===== config.mk =====
export PLATFORM = sky130hd
export DESIGN_NAME = instruction_fetch_unit
export DESIGN_NICKNAME = d
export VERILOG_FILES = /design/src/rtl/instruction_fetch_unit.sv
export SDC_FILE = /design/constraint.sdc
export NUM_CORES = 1
export LEC_CHECK = 0
export ABC_CLOCK_PERIOD_IN_PS = 5200
export BUFFER_PORTS_ARGS = -buffer_cell sky130_fd_sc_hd__buf_2
export CORE_MARGIN = 5
export CORE_UTILIZATION = 40
export DETAILED_ROUTE_END_ITERATION = 7
export GPL_TIMING_DRIVEN = 0
export PLACE_DENSITY_LB_ADDON = 0.12
export SLEW_MARGIN = 40
export SYNTH_ARGS = -nofsm -noshare
export SYNTH_HDL_FRONTEND = slang
export SYNTH_SLANG_ARGS = --single-unit

===== constraint.sdc =====
create_clock -name clk_i -period 5.2 [get_ports clk_i]
set_clock_uncertainty 0.2 [all_clocks]
set_input_delay 0.26 -clock clk_i [delete_from_list [all_inputs] [get_ports clk_i]]
set_output_delay 0.26 -clock clk_i [all_outputs]
set_load 0.05 [all_outputs]

===== src/rtl/instruction_fetch_unit.sv =====
// Fetch stage: FETCH -> WAIT (imem handshake) -> ISSUE (hold until commit) -> next PC; HALT is terminal.
// Latency: inst_valid two cycles after FETCH entry with zero-wait imem; imem stalls extend WAIT up to TIMEOUT cycles.
module instruction_fetch_unit #(
  parameter logic [31:0] RESET_PC = 32'h0000_0000,
  parameter int unsigned TIMEOUT  = 16,
  parameter int unsigned CNT_W    = 5
) (
  input  logic        clk_i,
  input  logic        rst_ni,
  output logic        imem_req_o,
  output logic [31:0] imem_addr_o,
  input  logic        imem_ready_i,
  input  logic [31:0] imem_rdata_i,
  output logic [31:0] inst_o,
  output logic        inst_valid_o,
  output logic [31:0] pc_o,
  input  logic        commit_i,
  input  logic        is_jal_i,
  input  logic        is_jalr_i,
  input  logic        branch_i,
  input  logic        branch_taken_i,
  input  logic [31:0] imm_i,
  input  logic [31:0] alu_result_i,
  input  logic        halt_req_i,
  output logic        halted_o,
  output logic        fault_o
);

  localparam logic [1:0] S_FETCH = 2'd0;
  localparam logic [1:0] S_WAIT  = 2'd1;
  localparam logic [1:0] S_ISSUE = 2'd2;
  localparam logic [1:0] S_HALT  = 2'd3;

  localparam logic [CNT_W-1:0] CNT_LAST = CNT_W'(TIMEOUT - 1);
  localparam logic [CNT_W-1:0] CNT_ONE  = CNT_W'(1);

  logic [1:0]       state_q, state_d;
  logic [31:0]      pc_q, pc_d;
  logic [31:0]      inst_q, inst_d;
  logic             inst_valid_q, inst_valid_d;
  logic             imem_req_q, imem_req_d;
  logic             halted_q, halted_d;
  logic             fault_q, fault_d;
  logic [CNT_W-1:0] wait_cnt_q, wait_cnt_d;
  logic [31:0]      next_pc;

  always_comb begin
    if (is_jalr_i)                       next_pc = {alu_result_i[31:1], 1'b0};
    else if (is_jal_i)                   next_pc = pc_q + imm_i;
    else if (branch_i && branch_taken_i) next_pc = pc_q + imm_i;
    else                                 next_pc = pc_q + 32'd4;
  end

  always_comb begin
    state_d      = state_q;
    pc_d         = pc_q;
    inst_d       = inst_q;
    inst_valid_d = inst_valid_q;
    imem_req_d   = imem_req_q;
    halted_d     = halted_q;
    fault_d      = fault_q;
    wait_cnt_d   = wait_cnt_q;
    case (state_q)
      S_FETCH: begin
        if (pc_q[1:0] != 2'b00) begin
          state_d    = S_HALT;
          fault_d    = 1'b1;
          halted_d   = 1'b1;
          imem_req_d = 1'b0;
        end else begin
          state_d    = S_WAIT;
          wait_cnt_d = '0;
          imem_req_d = 1'b1;
        end
      end
      S_WAIT: begin
        if (imem_ready_i) begin
          state_d      = S_ISSUE;
          inst_d       = imem_rdata_i;
          inst_valid_d = 1'b1;
          imem_req_d   = 1'b0;
        end else if (wait_cnt_q == CNT_LAST) begin
          state_d    = S_HALT;
          fault_d    = 1'b1;
          halted_d   = 1'b1;
          imem_req_d = 1'b0;
        end else begin
          wait_cnt_d = wait_cnt_q + CNT_ONE;
        end
      end
      S_ISSUE: begin
        if (commit_i) begin
          inst_valid_d = 1'b0;
          if (halt_req_i) begin
            state_d  = S_HALT;
            halted_d = 1'b1;
          end else begin
            state_d    = S_FETCH;
            pc_d       = next_pc;
            // Request is registered, so raise it now unless FETCH will fault on this PC.
            imem_req_d = (next_pc[1:0] == 2'b00);
          end
        end
      end
      default: begin
        imem_req_d   = 1'b0;
        inst_valid_d = 1'b0;
      end
    endcase
  end

  always_ff @(posedge clk_i or negedge rst_ni) begin
    if (!rst_ni) begin
      state_q      <= S_FETCH;
      pc_q         <= RESET_PC;
      inst_q       <= '0;
      inst_valid_q <= 1'b0;
      imem_req_q   <= 1'b0;
      halted_q     <= 1'b0;
      fault_q      <= 1'b0;
      wait_cnt_q   <= '0;
    end else begin
      state_q      <= state_d;
      pc_q         <= pc_d;
      inst_q       <= inst_d;
      inst_valid_q <= inst_valid_d;
      imem_req_q   <= imem_req_d;
      halted_q     <= halted_d;
      fault_q      <= fault_d;
      wait_cnt_q   <= wait_cnt_d;
    end
  end

  assign imem_req_o   = imem_req_q;
  assign imem_addr_o  = pc_q;
  assign inst_o       = inst_q;
  assign inst_valid_o = inst_valid_q;
  assign pc_o         = pc_q;
  assign halted_o     = halted_q;
  assign fault_o      = fault_q;

endmodule


==> results.sh <==
export IMPL_numCtsBuffers=9
export IMPL_rr_worst_depth=10
export IMPL_cpMostUsedCell="a21oi_1"
export IMPL_synth_top_cells_by_count="dfrtp_1, nand2_1, nor2_1"
export IMPL_grt_ovfl_total=0
export IMPL_slowest_stage="o31ai_1"
export IMPL_yosysTopAreaCell="dfrtp_1"
export IMPL_insertion_delay_ns=0.34
export IMPL_fmax_mhz=318.0
export IMPL_peakVddDrop_mv=0.4340
export IMPL_route_vias_total=6380
export IMPL_clockBufferDepth=2
export IMPL_min_path_type="primary input to flip-flop"
export IMPL_cts_hold_buffers=36
export IMPL_cts_resized=0
export IMPL_io_pins=205
export IMPL_path_cells="ha_1, fa_1, a21oi_1, o211ai_1, nand2_1, o31ai_1, o21ai_1, a21oi_1, mux2i_1, nor4_1"
export IMPL_setup_viol=0
export IMPL_r2r_setup_slack_ns=2.06
export IMPL_finalNonFillerCells=1163
export IMPL_p_leak_nw=3.893
export IMPL_yosys_register_bits=75
export IMPL_drive_gt1_frac=0.3142
export IMPL_drt_wirelength_per_cell_um=18.09
export IMPL_die_x_um=133.8
export IMPL_dieArea_um2=17900
export IMPL_postRouteWirelength_mm=21.04
export IMPL_maxSlewViolCount=0
export IMPL_hold_depth=3
export IMPL_syn_nets=862
export IMPL_start_kind="flip-flop"
export IMPL_slew_headroom=0.4506
export IMPL_nets=1113
export IMPL_place_detailed_hpwl_mm=16.14
export IMPL_grt_pass1_wl_mm=32.67
export IMPL_initial_core_util=0.4062
export IMPL_final_util=0.5346
export IMPL_cts_tree="done"
export IMPL_htreeDepth=3
export IMPL_syn_cell_area_um2=6130
export IMPL_area_growth_pct=31.60
export IMPL_ys_flop_type="dfrtp_1"
export IMPL_cpPeakStageDelay_ns=0.53
export IMPL_cts_num_sinks=75
export IMPL_hold_viol=0
export IMPL_grt_pass1_vias=6037
export IMPL_path_clk_slew_ns=0.07
export IMPL_async_flop_share=1.000
export IMPL_ys_types=69
export IMPL_hp_start="alu_result_i[5]"
export IMPL_routed_via_density=5.486
export IMPL_yosysMostFrequentCell="dfrtp_1"
export IMPL_min_period_over_period=0.6047
export IMPL_clockRootBuffer="clkbuf_16"
export IMPL_antenna_found_initial=1
export IMPL_postRouteAntennaNets=0
export IMPL_syn_area_per_cell_um2=8.537
export IMPL_nFillCells=1463
export IMPL_startpoint="imem_addr_o[0]$_DFFE_PN0P_"
export IMPL_fin_hold_ws_ns=0.01526
export IMPL_endpoint_kind="flip-flop"
export IMPL_ys_seq_area_frac=0.3062
export IMPL_numPlacedInstances=1110
export IMPL_critPathMaxFanout=8
export IMPL_power_density_nw_per_um2=706.0
export IMPL_die_h_um=133.8
export IMPL_cap_violations=0
export IMPL_synth_edff_count=0
export IMPL_place_port_buffers=203
export IMPL_worstPathRequired_ns=5.24
export IMPL_status="finished, final reports clean"
export IMPL_synth_top_area_frac=0.3062
export IMPL_tightest_slew_ns=0.8178
export IMPL_worst_r2r_startpoint="imem_addr_o[0]$_DFFE_PN0P_"
export IMPL_crit_type="flip-flop to flip-flop"
export IMPL_ys_top_cells_by_area="dfrtp_1, ha_1, mux2_2, a21oi_1, nand2_1"
export IMPL_grt_total_usage=0.2275
export IMPL_routabilityCongestion=0.9065
export IMPL_rows=45
export IMPL_grt_setup_unrepaired="no"
export IMPL_drtIter0Drc=459
export IMPL_remaining_drc_errors=0
export IMPL_yosysWarnings=0
export IMPL_drtPass1Iterations=5
export IMPL_core_area_um2=15090
export IMPL_tns_ns=0
export IMPL_grt_start_max_net_pins=43
export IMPL_post_cts_buffers=0
export IMPL_arrival_ns=3.18
export IMPL_synthesis_instances=718
export IMPL_hold_path_end="imem_addr_o[5]$_DFFE_PN0P_"
export IMPL_fin_crit_ns=3.144
export IMPL_rr_endpoint="imem_addr_o[30]$_DFFE_PN0P_"
## logic make-up (layout without fill, tap and decap cells)
logic type	count (synthesis)	count (layout)	synth area share
buffers and inverters	80	336	0.07042
other	0	1	0
XOR/XNOR	37	37	0.05287
flip-flops	75	75	0.3062
multiplexers	41	41	0.07369
adder cells (fa/ha/maj)	39	39	0.08083
AO/OA/AOI/OAI	211	211	0.2307
AND/OR/NAND/NOR	235	235	0.1853
## through the flow
step | power (mW) | setup slack (ns) | cell area [um^2]
after CTS | 5.691 | 2.176 | 8064
after detailed placement | 5.026 | 2.198 | 7411
after global placement | 5.013 | 2.186 | 7381
final | 5.695 | 2.056 | 8066
after global routing | 6.047 | 1.888 | 8064
after floorplan | 4.120 | 2.272 | 6130
## sequential cells by signal (all words and copies together), names as in the netlist
name and flops:
imem_addr_o 32, halted_o 1, wait_cnt_q 5, imem_req_o 1, state_q 2, fault_o 1, inst_valid_o 1, inst_o 32
## where the power goes
group | leakage [nW] | internal [mW] | total (mW) | switching, mW
clock | 0.142 | 0.338 | 0.626 | 0.288
combinational | 2.85 | 1.25 | 3.86 | 2.61
sequential | 0.904 | 0.850 | 1.21 | 0.355
## final cells by class
cell class | instances | area (um^2) | area share
Antenna cell | 1 | 2.502 | 0.0003102
Buffer | 62 | 364.1 | 0.04514
Clock buffer | 9 | 225.2 | 0.02792
Clock inverter | 7 | 67.56 | 0.008376
Inverter | 18 | 67.56 | 0.008376
Multi-Input combinational cell | 563 | 3825 | 0.4742
Sequential cell | 75 | 1877 | 0.2327
Tap cell | 188 | 235.2 | 0.02916
Timing Repair Buffer | 240 | 1403 | 0.1739
## critical path, delay by kind of cell, from the launching register on
family / cells / cell delay [ns]
AOI/OAI and AO/OA: 5 / 1.33
adders and majority gates: 2 / 0.51
DFF: 1 / 0.49
and+or+nand+nor: 2 / 0.38
muxes: 1 / 0.12
## worst max path at each step
stage | end | cells past startpoint
6_report | imem_addr_o[30]$_DFFE_PN0P_ | 10
5_1_grt | imem_addr_o[31]$_DFFE_PN0P_ | 10
4_1_cts | imem_addr_o[31]$_DFFE_PN0P_ | 10
3_5_place_dp | imem_addr_o[18]$_DFFE_PN0P_ | 10
3_3_place_gp | imem_addr_o[18]$_DFFE_PN0P_ | 10
2_1_floorplan | imem_addr_o[18]$_DFFE_PN0P_ | 10
## per-layer routing
metal / vias up / part of all wire / track usage
met1: 2973 / 0.45 / 0.3093
met5: - / 0 / 0
met2: 254 / 0.46 / 0.3745
met3: 36 / 0.061 / 0.03338
li1: 3117 / - / -
met4: 0 / 0.026 / 0.07143
## cell usage in the layout (no fill, tap or decap), types with 3 or more instances in the layout
cell type        n
a211oi_1         6
a21o_1          22
a21oi_1         54
a22oi_1          3
a31oi_1         10
and3_1          14
and4_1           5
buf_1            4
buf_2          208
buf_4           33
clkbuf_1        19
clkbuf_16        9
dfrtp_1         75
dlygate4sd3_1   36
ha_1            38
inv_1           18
inv_8            3
mux2_2          33
mux2i_1          8
nand2_1         70
nand2b_1        11
nand3_1         27
nand4_1         10
nor2_1          60
nor3_1          18
o211ai_1        10
o21a_1           8
o21ai_0         39
o21ai_1          8
o21bai_1         5
o22ai_1          6
o31ai_1          5
or3_1            5
xnor2_1         21
xor2_1          16
(Power assumes the default switching activity.)
